<file path="config.mk">
export PLATFORM = sky130hd
export DESIGN_NAME = bambu_mem_host_initiator
export DESIGN_NICKNAME = d
export VERILOG_FILES = /design/src/rtl/bambu_mem_host_initiator.sv
export SDC_FILE = /design/constraint.sdc
export NUM_CORES = 1
export LEC_CHECK = 0
export BUFFER_PORTS_ARGS = -buffer_cell sky130_fd_sc_hd__buf_2
export CAP_MARGIN = 20
export CORE_MARGIN = 2
export CORE_UTILIZATION = 55
export CTS_BUF_LIST = sky130_fd_sc_hd__clkbuf_8
export CTS_CLUSTER_SIZE = 8
export DETAILED_ROUTE_END_ITERATION = 10
export PLACE_DENSITY = 0.81
export SLEW_MARGIN = 10
export SYNTH_ARGS = -nofsm -noshare
export SYNTH_HDL_FRONTEND = slang
export SYNTH_SLANG_ARGS = --single-unit
</file>
<file path="constraint.sdc">
create_clock -name clock -period 7 [get_ports clock]
set_clock_uncertainty 0.05 [all_clocks]
set_input_delay 0.7 -clock clock [delete_from_list [all_inputs] [get_ports clock]]
set_output_delay 0.7 -clock clock [all_outputs]
set_load 0.005 [all_outputs]
</file>
<file path="src/rtl/bambu_mem_host_initiator.sv">
// Host-side initiator for the Bambu minimal-memory interface of an HLS `main` core.
// It writes a host byte stream into core memory from a base address, pulses start_port,
// times the run until done_port, then reads a result region back out as a byte stream.
//
// Ports:
//   clock, reset            rising-edge clock, synchronous active-high reset
//   cmd_go, cfg_*           command strobe (honoured in IDLE only) and its region/lengths
//   in_data/valid/ready     load byte stream (valid/ready handshake)
//   out_data/valid/ready    readback byte stream (valid/ready handshake)
//   start_port, done_port   core start pulse and completion input
//   Mout_*, M_Rdata_ram,
//   M_DataRdy               two-channel master memory port; only channel 0 is used
//   busy, error, cycles     status: not idle, sticky error, measured run length
module bambu_mem_host_initiator #(
    parameter int unsigned ADDR_W         = 7,
    parameter int unsigned TIMEOUT_CYCLES = 200000000
) (
    input  logic                  clock,
    input  logic                  reset,
    input  logic                  cmd_go,
    input  logic [ADDR_W-1:0]     cfg_base_addr,
    input  logic [7:0]            cfg_load_len,
    input  logic [7:0]            cfg_read_len,
    input  logic [7:0]            in_data,
    input  logic                  in_valid,
    output logic                  in_ready,
    output logic [7:0]            out_data,
    output logic                  out_valid,
    input  logic                  out_ready,
    output logic                  start_port,
    input  logic                  done_port,
    output logic [1:0]            Mout_oe_ram,
    output logic [1:0]            Mout_we_ram,
    output logic [2*ADDR_W-1:0]   Mout_addr_ram,
    output logic [15:0]           Mout_Wdata_ram,
    output logic [7:0]            Mout_data_ram_size,
    input  logic [15:0]           M_Rdata_ram,
    input  logic [1:0]            M_DataRdy,
    output logic                  busy,
    output logic                  error,
    output logic [31:0]           cycles
);

    localparam int unsigned MEM_BYTES = 1 << ADDR_W;
    localparam logic [3:0]  ACC_BITS  = 4'd8;

    typedef enum logic [3:0] {
        S_IDLE, S_LOAD, S_WR, S_START, S_RUN, S_RD, S_OUT, S_DONE, S_ERR
    } state_t;

    state_t            state;
    logic [ADDR_W-1:0] base_q;
    logic [7:0]        load_len_q;
    logic [7:0]        read_len_q;
    logic [7:0]        idx;
    logic              oe0;
    logic              we0;
    logic [ADDR_W-1:0] addr0;
    logic [7:0]        wdata0;
    logic [3:0]        size0;

    logic       load_oob;
    logic       read_oob;
    logic [7:0] idx_next;
    logic       unused_inputs;

    // Region must fit entirely inside the addressable byte space.
    assign load_oob = (32'(cfg_base_addr) + 32'(cfg_load_len)) > MEM_BYTES;
    assign read_oob = (32'(cfg_base_addr) + 32'(cfg_read_len)) > MEM_BYTES;
    assign idx_next = idx + 8'd1;

    // Channel 1 is never used; its fields are tied to zero.
    assign Mout_oe_ram        = {1'b0, oe0};
    assign Mout_we_ram        = {1'b0, we0};
    assign Mout_addr_ram      = {{ADDR_W{1'b0}}, addr0};
    assign Mout_Wdata_ram     = {8'd0, wdata0};
    assign Mout_data_ram_size = {4'd0, size0};
    assign unused_inputs      = ^{M_Rdata_ram[15:8], M_DataRdy[1]};

    // Control FSM with all outputs registered alongside the state.
    always_ff @(posedge clock) begin
        if (reset) begin
            state      <= S_IDLE;
            base_q     <= '0;
            load_len_q <= '0;
            read_len_q <= '0;
            idx        <= '0;
            oe0        <= 1'b0;
            we0        <= 1'b0;
            addr0      <= '0;
            wdata0     <= '0;
            size0      <= '0;
            in_ready   <= 1'b0;
            out_data   <= '0;
            out_valid  <= 1'b0;
            start_port <= 1'b0;
            busy       <= 1'b0;
            error      <= 1'b0;
            cycles     <= '0;
        end else begin
            case (state)
                S_IDLE: begin
                    if (cmd_go) begin
                        busy       <= 1'b1;
                        base_q     <= cfg_base_addr;
                        load_len_q <= cfg_load_len;
                        read_len_q <= cfg_read_len;
                        idx        <= '0;
                        if (load_oob || read_oob) begin
                            error <= 1'b1;
                            state <= S_ERR;
                        end else begin
                            error <= 1'b0;
                            if (cfg_load_len == 8'd0) begin
                                start_port <= 1'b1;
                                cycles     <= 32'd1;
                                state      <= S_START;
                            end else begin
                                cycles   <= '0;
                                in_ready <= 1'b1;
                                state    <= S_LOAD;
                            end
                        end
                    end
                end

                S_LOAD: begin
                    if (in_valid) begin
                        in_ready <= 1'b0;
                        wdata0   <= in_data;
                        we0      <= 1'b1;
                        size0    <= ACC_BITS;
                        addr0    <= base_q + ADDR_W'(idx);
                        state    <= S_WR;
                    end
                end

                // Write held stable until the slave acknowledges it.
                S_WR: begin
                    if (M_DataRdy[0]) begin
                        we0   <= 1'b0;
                        size0 <= '0;
                        idx   <= idx_next;
                        if (idx_next == load_len_q) begin
                            start_port <= 1'b1;
                            cycles     <= 32'd1;
                            state      <= S_START;
                        end else begin
                            in_ready <= 1'b1;
                            state    <= S_LOAD;
                        end
                    end
                end

                // cycles counts START through the done cycle inclusive.
                S_START, S_RUN: begin
                    start_port <= 1'b0;
                    if (done_port) begin
                        idx <= '0;
                        if (read_len_q == 8'd0) begin
                            state <= S_DONE;
                        end else begin
                            oe0   <= 1'b1;
                            size0 <= ACC_BITS;
                            addr0 <= base_q;
                            state <= S_RD;
                        end
                    end else if (cycles >= TIMEOUT_CYCLES) begin
                        error <= 1'b1;
                        state <= S_ERR;
                    end else begin
                        cycles <= cycles + 32'd1;
                        state  <= S_RUN;
                    end
                end

                S_RD: begin
                    if (M_DataRdy[0]) begin
                        oe0       <= 1'b0;
                        size0     <= '0;
                        out_data  <= M_Rdata_ram[7:0];
                        out_valid <= 1'b1;
                        state     <= S_OUT;
                    end
                end

                S_OUT: begin
                    if (out_ready) begin
                        out_valid <= 1'b0;
                        idx       <= idx_next;
                        if (idx_next == read_len_q) begin
                            state <= S_DONE;
                        end else begin
                            oe0   <= 1'b1;
                            size0 <= ACC_BITS;
                            addr0 <= base_q + ADDR_W'(idx_next);
                            state <= S_RD;
                        end
                    end
                end

                S_DONE: begin
                    busy  <= 1'b0;
                    state <= S_IDLE;
                end

                S_ERR: begin
                    oe0   <= 1'b0;
                    we0   <= 1'b0;
                    size0 <= '0;
                    busy  <= 1'b0;
                    state <= S_IDLE;
                end

                default: state <= S_IDLE;
            endcase
        end
    end

endmodule

</file>
==> flow_summary_export.csv, run 1 <==
group,metric,value,unit
outcome,status,"completed",
layout,insertedDiodeCount,0,
layout,finalCoreUtilization,61.7,%
layout,area_delta_synth_final,9.53,%
route,drtIter0Drc,547,
logic_synthesis,yosys-top-cells-area,"dfxtp_1 31%, a21oi_1 7.0%, nand2_1 5.9%",
logic_synthesis,yosysTopAreaCell,"dfxtp_1",
clock_tree,clock_sinks,98,
timing,post-route-period-util,60.2,%
logic_synthesis,synth_area_per_cell,7.75,um2
die,num_rows,39,
critical_path,worstPathRequired,7.21,ns
timing,maxSlewHeadroom,25.3,%
critical_path,max_stage_delay,0.88,ns
logic_synthesis,synth_cells,827,
logic_synthesis,synth_top_area_share,30.6,%
critical_path,critPathKind,"flop to flop",
job,drv_cap,0,
route,routed_wirelength,16.3,mm
critical_path,crit_path_start_kind,"flop",
grt,antenna_found_initial,0,
layout,layout_commonest_cell,"buf_2",
timing,hold_ws,0.405,ns
clock_tree,cts-root-buf,"clkbuf_8",
clock_tree,clk_latency,0.39,ns
logic_synthesis,yosys_warnings,0,
layout,drive_gt1_share,16.3,%
logic_synthesis,ys_types,71,
timing,setup_viol,0,
grt,track_usage,26.0,%
timing,maxSlewViolCount,0,
route,via_count,6253,
timing,hold_violations,0,
clock_tree,cts_buffers,9,
logic_synthesis,syn_area,6410,um2
critical_path,crit_buf_inv,0,
critical_path,crit_fanout,32,
clock_tree,cts_tree,"built",
grt,overflow,0,
clock_tree,clkTransAtPathRegs,0.10,ns
timing,finalSetupTns,0,ns
timing,worstMarginPinSlew,1.12,ns
critical_path,critical_path.top_delay_family,"compound AO/OA/AOI/OAI gates",
grt,grt_pass1_wl,27.0,mm
worst_hold_path,min_path_type,"flop to flop",
grt,grt_max_degree,77,
timing,fin_crit,4.22,ns
die,die_h,112,um
logic_synthesis,synth-main-ff-cell,"dfxtp_1",
clock_tree,post_cts_buffers,0,
logic_synthesis,ys_ff_latch,98,
clock_tree,post_cts_resized,0,
route,wl_per_cell,15.5,um
power,power.density,189,nW/um2
layout,fin_nets,982,
power,cellLeakagePower,3.00,nW
route,drcViolationCount,0,
layout,mostFrequentLayoutCells,"108 x buf_2, 101 x nand2_1, 98 x dfxtp_1",
logic_synthesis,async_reset_ff_share,0,%
die,io_pins,142,
critical_path,cp_slowest_cell,"o31ai_4",
clock_tree,postCtsHoldBufs,0,
placed_design,place.gp.congestion,0.915,
clock_tree,cts_buffer_depth,2,
die,dieArea,12500,um2
route,drt_pass1_iterations,5,
die,core_area,11400,um2
logic_synthesis,ys_seq_area_share,30.6,%
power,ir_worst_vdd,0.122,mV
grt,grt_pass1_vias,5501,
die,start_util,56.3,%
logic_synthesis,synth_edf_count,0,
timing,rsz0062_at_grt,"no",
critical_path,cp.arrival,4.42,ns
die,die_x,112,um
placed_design,io_buffers,108,
placed_design,dp_hpwl,11.8,mm
critical_path,crit_chain,"ha_1 > nand3_2 > o21ai_0 > o221ai_1 > or4_1 > o21a_1 > or2_1 > o31ai_4 > nor2_1",
critical_path,cp-end-kind,"flop",
timing,fmax,237,MHz
route,postRouteAntennaNets,0,
route,vias_per_cell,5.96,
clock_tree,cts-htree-levels,3,
## final cells by class
cell class / instances / area, um2
flip-flops and latches: 98 / 1960
clock inverters: 6 / 41.3
inverters: 24 / 90.1
fillers: 1094 / 4350
multi-input cells: 655 / 4030
well taps: 143 / 179
clock buffers: 10 / 138
repair buffers: 113 / 576
## sequential cells by signal, indices dropped and copies added, names as in the netlist, 4 cells and up
signal,cells
addr0,7
read_len_q,8
idx,8
wdata0,8
out_data,8
load_len_q,8
state,4
base_q,7
cycles,32
## final timing paths
kind,from,to,slack (ns),cells after the start
worst max-delay path,idx[0],cycles[27],2.78,9
worst min-delay path,out_valid,out_valid,0.41,2
worst max register to register,idx[0],cycles[27],2.78,9
worst min register to register,out_valid,out_valid,0.41,2
## per-stage QoR
stage	cells	power, mW	setup slack, ns	cell area [um2]
2_1_floorplan	850	0.910	3.28	6490
3_3_place_gp	1032	0.980	2.81	6830
3_5_place_dp	1032	0.986	2.80	6830
4_1_cts	1048	1.33	2.85	7010
5_1_grt	1049	1.40	2.54	7020
6_report	1049	1.33	2.78	7020
## cells in the mapped netlist, drive strengths merged (5+ instances only)
library cell	count
a31oi	8
and3	12
a211oi	10
o31ai	15
ha	23
nand2	102
nor3	21
a21oi	89
o41ai	6
clkbuf	34
inv	24
dfxtp	98
or4	12
nand3	25
nor4	9
nand2b	6
nand4	11
or2	6
o21ai	43
a311oi	5
xnor2	18
or3	10
or4b	5
a21o	6
xor2	15
nor2	72
nor2b	11
buf	39
mux2i	24
## power by group
part	total, mW	internal [mW]	switching [mW]
clock	0.347	0.140	0.207
sequential	0.621	0.585	0.0355
combinational	0.360	0.121	0.239
total	1.33	0.846	0.482
## layer usage
layer | share of wire (%) | up-vias | wire, um | GRT usage (%)
met2 | 47 | 234 | 7580 | 41.2
met5 | 0 | - | 0 | 0
met4 | 2.1 | 0 | 342 | 10.0
li1 | - | 3083 | - | -
met3 | 6.7 | 30 | 1090 | 3.86
met1 | 45 | 2906 | 7240 | 36.0
## kinds of logic after synthesis
kind of cell / share of synthesized area (%)
adders and majority gates: 5.43
muxes: 3.75
DFF: 30.6
buffers and inverters: 7.79
AOI/OAI and AO/OA: 22.3
and+or+nand+nor: 25.6
xor gates and xnor gates: 4.51
other: 0.0585
## worst register-to-register path: stages (launching register included)
cell and delay, ns:
dfxtp_1 0.61, ha_1 0.48, nand3_2 0.20, o21ai_0 0.28, o221ai_1 0.17, or4_1 0.42
o21a_1 0.24, or2_1 0.63, o31ai_4 0.88, nor2_1 0.10
(Power assumes the default switching activity.)
==> inputs of run 2 (changes only) <==
clock period = 3.9 ns   (was 7 ns; I/O delays follow)
==> run 2 against run 1 <==
  * Maximum frequency grew 19%
  * Via count grew 3.0%
  * Critical path type unchanged
  * Power grew 94%
  * Worst hold slack lost 0.23 ns
  * Count of clock-buffer cells in the layout is the same
  * Clock power grew 120%
  * First-iteration DRC count shrank 1.3%
  * Design area grew 2.7%
  * Largest power group unchanged
==> flow_summary_export.csv, run 2 (synthesis gave the netlist of run 1 again) <==
group,metric,value,unit
timing,rsz0062_at_grt,"no",
critical_path,crit_chain,"ha_1 > nand3_2 > o21ai_0 > o221ai_1 > or4_1 > o21a_1 > or2_1 > buf_12 > or4_1 > a21oi_1",
route,wl_per_cell,15.7,um
route,drt_pass1_iterations,5,
timing,finalSetupTns,0,ns
critical_path,critical_path.top_delay_family,"simple AND/OR/NAND/NOR gates",
die,dieArea,12500,um2
critical_path,max_stage_delay,0.48,ns
outcome,status,"completed",
grt,grt_max_degree,41,
grt,grt_pass1_wl,27.2,mm
route,via_count,6439,
layout,fin_nets,998,
die,die_x,112,um
layout,fin_area,7210,um2
clock_tree,cts_buffers,9,
layout,mostFrequentLayoutCells,"108 x buf_2, 101 x nand2_1, 98 x dfxtp_1",
grt,grt_pass1_vias,5614,
clock_tree,cts_buffer_depth,2,
route,drcViolationCount,0,
critical_path,critPathKind,"flop to flop",
timing,worst_slack,0.354,ns
critical_path,crit_path_start_kind,"flop",
clock_tree,postCtsHoldBufs,0,
power,ir_worst_vdd,0.236,mV
layout,area_delta_synth_final,12.5,%
critical_path,crit_fanout,25,
critical_path,cp_slowest_cell,"dfxtp_1",
timing,hold_violations,0,
layout,largest_reg_flops,32,
clock_tree,post_cts_buffers,0,
placed_design,place_ws,0.271,ns
timing,setup_viol,0,
die,num_rows,39,
clock_tree,clock_sinks,98,
clock_tree,post_cts_resized,0,
power,power.density,357,nW/um2
power,cellLeakagePower,3.11,nW
die,die_h,112,um
critical_path,crit_buf_inv,1,
timing,post-route-period-util,90.9,%
placed_design,dp_hpwl,12.4,mm
timing,fin_crit,3.55,ns
placed_design,io_buffers,108,
layout,insertedDiodeCount,0,
clock_tree,clk_latency,0.39,ns
clock_tree,cts_tree,"built",
critical_path,worstPathRequired,4.18,ns
critical_path,cp.arrival,3.82,ns
layout,finalCoreUtilization,63.4,%
die,core_area,11400,um2
die,start_util,56.3,%
route,postRouteAntennaNets,0,
layout,drive_gt1_share,17.9,%
grt,overflow,0,
layout,regMostFlops,"cycles",
layout,layout_commonest_cell,"buf_2",
route,vias_per_cell,6.05,
timing,maxSlewViolCount,0,
die,io_pins,142,
timing,maxSlewHeadroom,41.4,%
grt,track_usage,26.2,%
worst_hold_path,min_path_type,"input port to flop",
timing,worstMarginPinSlew,0.879,ns
placed_design,place.gp.congestion,0.942,
critical_path,critical_path.most_common_cell,"or4_1",
route,drtIter0Drc,540,
timing,fmax,282,MHz
job,drv_cap,0,
grt,antenna_found_initial,0,
placed_design,place_area,6970,um2
clock_tree,cts-htree-levels,3,
route,routed_wirelength,16.7,mm
clock_tree,cts-root-buf,"clkbuf_8",
clock_tree,clkTransAtPathRegs,0.10,ns
critical_path,cp-end-kind,"flop",
run 2: cell count changes in the layout (fill, tap and decap cells not counted), sizes merged:
cell	before	now
buf	112	129
bufinv	0	2
clkbuf	11	10
clkinv	2	1
inv	27	26
run 2: layer usage:
metal	routed length, um	GRT usage [%]
met1	7160	35.1
met2	7820	42.2
met3	1310	4.52
met4	430	10.3
met5	0	0
run 2: through the flow:
step | hold slack, ns | total power [mW] | instances
2_1_floorplan | 0.396 | 1.63 | 850
3_3_place_gp | 0.394 | 1.80 | 1049
3_5_place_dp | 0.395 | 1.82 | 1049
4_1_cts | 0.163 | 2.58 | 1065
5_1_grt | 0.177 | 2.70 | 1065
6_report | 0.176 | 2.58 | 1065
run 2: cell type report:
class                           instances  area, um2
Fill cell                            1026       4160
Timing Repair Buffer                  129        711
Clock inverter                          6       96.3
Sequential cell                        98       1960
Multi-Input combinational cell        655       4030
Clock buffer                           10        138
Inverter                               24       90.1
Tap cell                              143        179
run 2: path summary, 6_finish.rpt:
path	startpoint	endpoint	cells after the start	slack, ns
setup / recovery	idx[1]	cycles[18]	10	0.35
hold / removal	M_Rdata_ram[4]	out_data[4]	3	0.18
setup reg to reg	idx[1]	cycles[18]	10	0.35
hold reg to reg	start_port	start_port	2	0.41
run 2: power by group:
part	switching [mW]	internal [mW]	leakage, nW
clock network	0.381	0.386	0.115
logic	0.454	0.251	2.20
registers	0.0526	1.05	0.794
total	0.888	1.69	3.11
run 2: worst reg2reg max path: stages (launching register included):
cell,delay [ns]
dfxtp_1,0.48
ha_1,0.45
nand3_2,0.19
o21ai_0,0.28
o221ai_1,0.16
or4_1,0.43
o21a_1,0.23
or2_1,0.37
buf_12,0.23
or4_1,0.48
a21oi_1,0.15
==> inputs of run 3 (changes only) <==
CORE_UTILIZATION = 51   (was 55)
PLACE_DENSITY = 0.78   (was 0.81)
clock period = 3.2 ns   (was 3.9 ns; I/O delays follow)
==> run 3 against run 2 <==
  * Wire length rose by 1.6%
  * First-iteration DRC count rose by 29%
  * Design area rose by 3.9%
  * Count of clock-buffer cells in the layout fell by 1
  * Sequential power rose by 21%
  * Worst hold slack got worse by 0.065 ns
  * Combinational power rose by 36%
  * Register-to-register slack got worse by 0.21 ns
  * Sequential cell count did not move
  * Sequential share of layout area fell by 0.98 points
  * Critical path depth did not move
  * Global-route usage fell by 0.87 points
  * Highest routed layer unchanged
==> flow_summary_export.csv, run 3 (synthesis gave the netlist of run 1 again) <==
group,metric,value,unit
outcome,status,"completed",
layout,area_delta_synth_final,16.9,%
grt,overflow,0,
layout,layout_commonest_cell,"buf_2",
timing,fmax,328,MHz
layout,largest_reg_flops,32,
power,power.density,429,nW/um2
critical_path,cp-end-kind,"flop",
critical_path,r2r_cells,10,
clock_tree,clkTransAtPathRegs,0.10,ns
route,via_count,6467,
route,drt_pass1_iterations,5,
layout,drive_gt1_share,21.4,%
route,postRouteAntennaNets,0,
timing,fin_crit,3.05,ns
timing,maxSlewHeadroom,45.0,%
power,p_switching,1.11,mW
route,vias_per_cell,5.78,
die,die_h,116,um
power,p_sw_share,34.5,%
clock_tree,cts_tree,"built",
critical_path,max_stage_delay,0.55,ns
grt,antenna_found_initial,0,
clock_tree,cts-htree-levels,3,
timing,maxSlewViolCount,0,
placed_design,place_ws,-0.181,ns
placed_design,dp_hpwl,12.6,mm
placed_design,io_buffers,108,
clock_tree,cts-root-buf,"clkbuf_8",
critical_path,worst-path-stages,10,
layout,regMostFlops,"cycles",
worst_hold_path,min_path_type,"input port to flop",
job,drv_cap,0,
critical_path,rr_startpoint,"idx[0]",
clock_tree,cts_buffer_depth,2,
die,dieArea,13500,um2
layout,mostFrequentLayoutCells,"108 x buf_2, 101 x nand2_1, 95 x dfxtp_1",
timing,worst_slack,0.148,ns
critical_path,crit_fanout,17,
power,p_seq_share,41.5,%
route,wl_per_cell,15.2,um
clock_tree,clk_latency,0.39,ns
power,intPower,2.10,mW
timing,finalSetupTns,0,ns
die,num_rows,40,
critical_path,ff2ff_setup_slack,0.15,ns
route,drcViolationCount,0,
route,drtIter0Drc,695,
critical_path,crit_buf_inv,2,
grt,grt_max_degree,76,
critical_path,cp_slowest_cell,"or4_1",
layout,fin_nets,1026,
critical_path,cp.arrival,3.33,ns
worst_hold_path,hold_depth,3,
timing,post-route-period-util,95.4,%
grt,track_usage,25.3,%
critical_path,worstPathRequired,3.48,ns
route,routed_wirelength,17.0,mm
timing,worstMarginPinSlew,0.825,ns
die,io_pins,142,
layout,insertedDiodeCount,0,
grt,grt_pass1_vias,5667,
die,die_x,116,um
clock_tree,cts_buffers,9,
placed_design,place.gp.congestion,0.956,
critical_path,critical_path.top_delay_family,"simple AND/OR/NAND/NOR gates",
power,cellLeakagePower,3.25,nW
critical_path,crit_chain,"buf_4 > nand3_2 > xor2_1 > a221o_1 > or4_1 > o21a_1 > or2_1 > buf_4 > or4_1 > a21oi_1",
die,start_util,52.9,%
clock_tree,postCtsHoldBufs,0,
critical_path,r2r-end,"cycles[21]",
critical_path,crit_path_start_kind,"flop",
critical_path,critPathKind,"flop to flop",
power,ir_worst_vdd,0.305,mV
clock_tree,clock_sinks,98,
power,power.total,3.21,mW
worst_hold_path,hold_path_end,"out_data[6]",
grt,grt_pass1_wl,27.5,mm
worst_hold_path,worstHoldStart,"M_Rdata_ram[6]",
power,p_clk_share,28.7,%
layout,nFillCells,1144,
power,combPwrFrac,29.8,%
timing,hold_violations,0,
die,core_area,12100,um2
timing,setup_viol,0,
[run 3: cell count changes in the layout (fill, tap and decap cells not counted), moves of 2 or more]
cell	change
o41ai_2	+2
buf_4	+27
dfxtp_1	-3
dfxtp_2	+3
o41ai_1	-2
inv_6	+2
[run 3: worst max path at each step]
stage / start / endpoint / slack [ns]
final: idx[0] / cycles[21] / 0.15
after global routing: state[1] / addr0[6] / -0.03
after CTS: idx[1] / cycles[21] / 0.08
after detailed placement: cfg_base_addr[0] / cycles[26] / -0.18
after global placement: cfg_base_addr[0] / cycles[18] / -0.15
after floorplan: cfg_base_addr[0] / cycles[10] / 0.005
[run 3: repair_timing]
item	in CTS	in global routing
endpoints found under the setup margin	0	9
buffers inserted	0	0
gates resized for setup	0	8
[run 3: worst register-to-register path, cell delays in order, from the launching register on]
cell     delay [ns]
dfxtp_1        0.36
buf_4          0.19
nand3_2        0.09
xor2_1         0.15
a221o_1        0.31
or4_1          0.55
o21a_1         0.23
or2_1          0.23
buf_4          0.20
or4_1          0.48
a21oi_1        0.14
[run 3: power by group through the flow]
| stage | Combinational [mW] | Clock [mW] | Sequential (mW) |
|---|---|---|---|
| after floorplan | 0.655 | 0 | 1.35 |
| after global placement | 0.927 | 0 | 1.36 |
| after detailed placement | 0.936 | 0 | 1.36 |
| after CTS | 0.939 | 0.936 | 1.33 |
| after global routing | 1.05 | 0.988 | 1.34 |
| final | 0.956 | 0.921 | 1.33 |
[run 3: cell type report]
cell class / count / area [um2] / area share (%)
inverter: 24 / 90.1 / 1.20
clock inverter: 7 / 98.8 / 1.32
sequential: 98 / 1970 / 26.2
tap: 168 / 210 / 2.81
clock buffer: 9 / 124 / 1.65
multi-input combinational: 655 / 4070 / 54.3
timing repair buffer: 157 / 933 / 12.5
[run 3: per-layer routing]
layer	share of wire (%)	up-vias	global-route usage, %
met1	45	2998	35.4
met2	46	251	40.1
met5	0	-	0
li1	-	3189	-
met3	6.4	29	4.34
met4	2.0	0	7.94
[run 3: per-stage QoR]
| stage | utilization [%] | cells | hold WS [ns] | instance area, um2 |
|---|---|---|---|---|
| floorplan | - | 850 | 0.396 | 6520 |
| global route | 61.8 | 1118 | 0.0920 | 7490 |
| CTS | 61.7 | 1118 | 0.0942 | 7470 |
| global placement | 59.8 | 1102 | 0.392 | 7240 |
| finish | 61.8 | 1118 | 0.111 | 7490 |
| detailed placement | 59.8 | 1102 | 0.403 | 7240 |
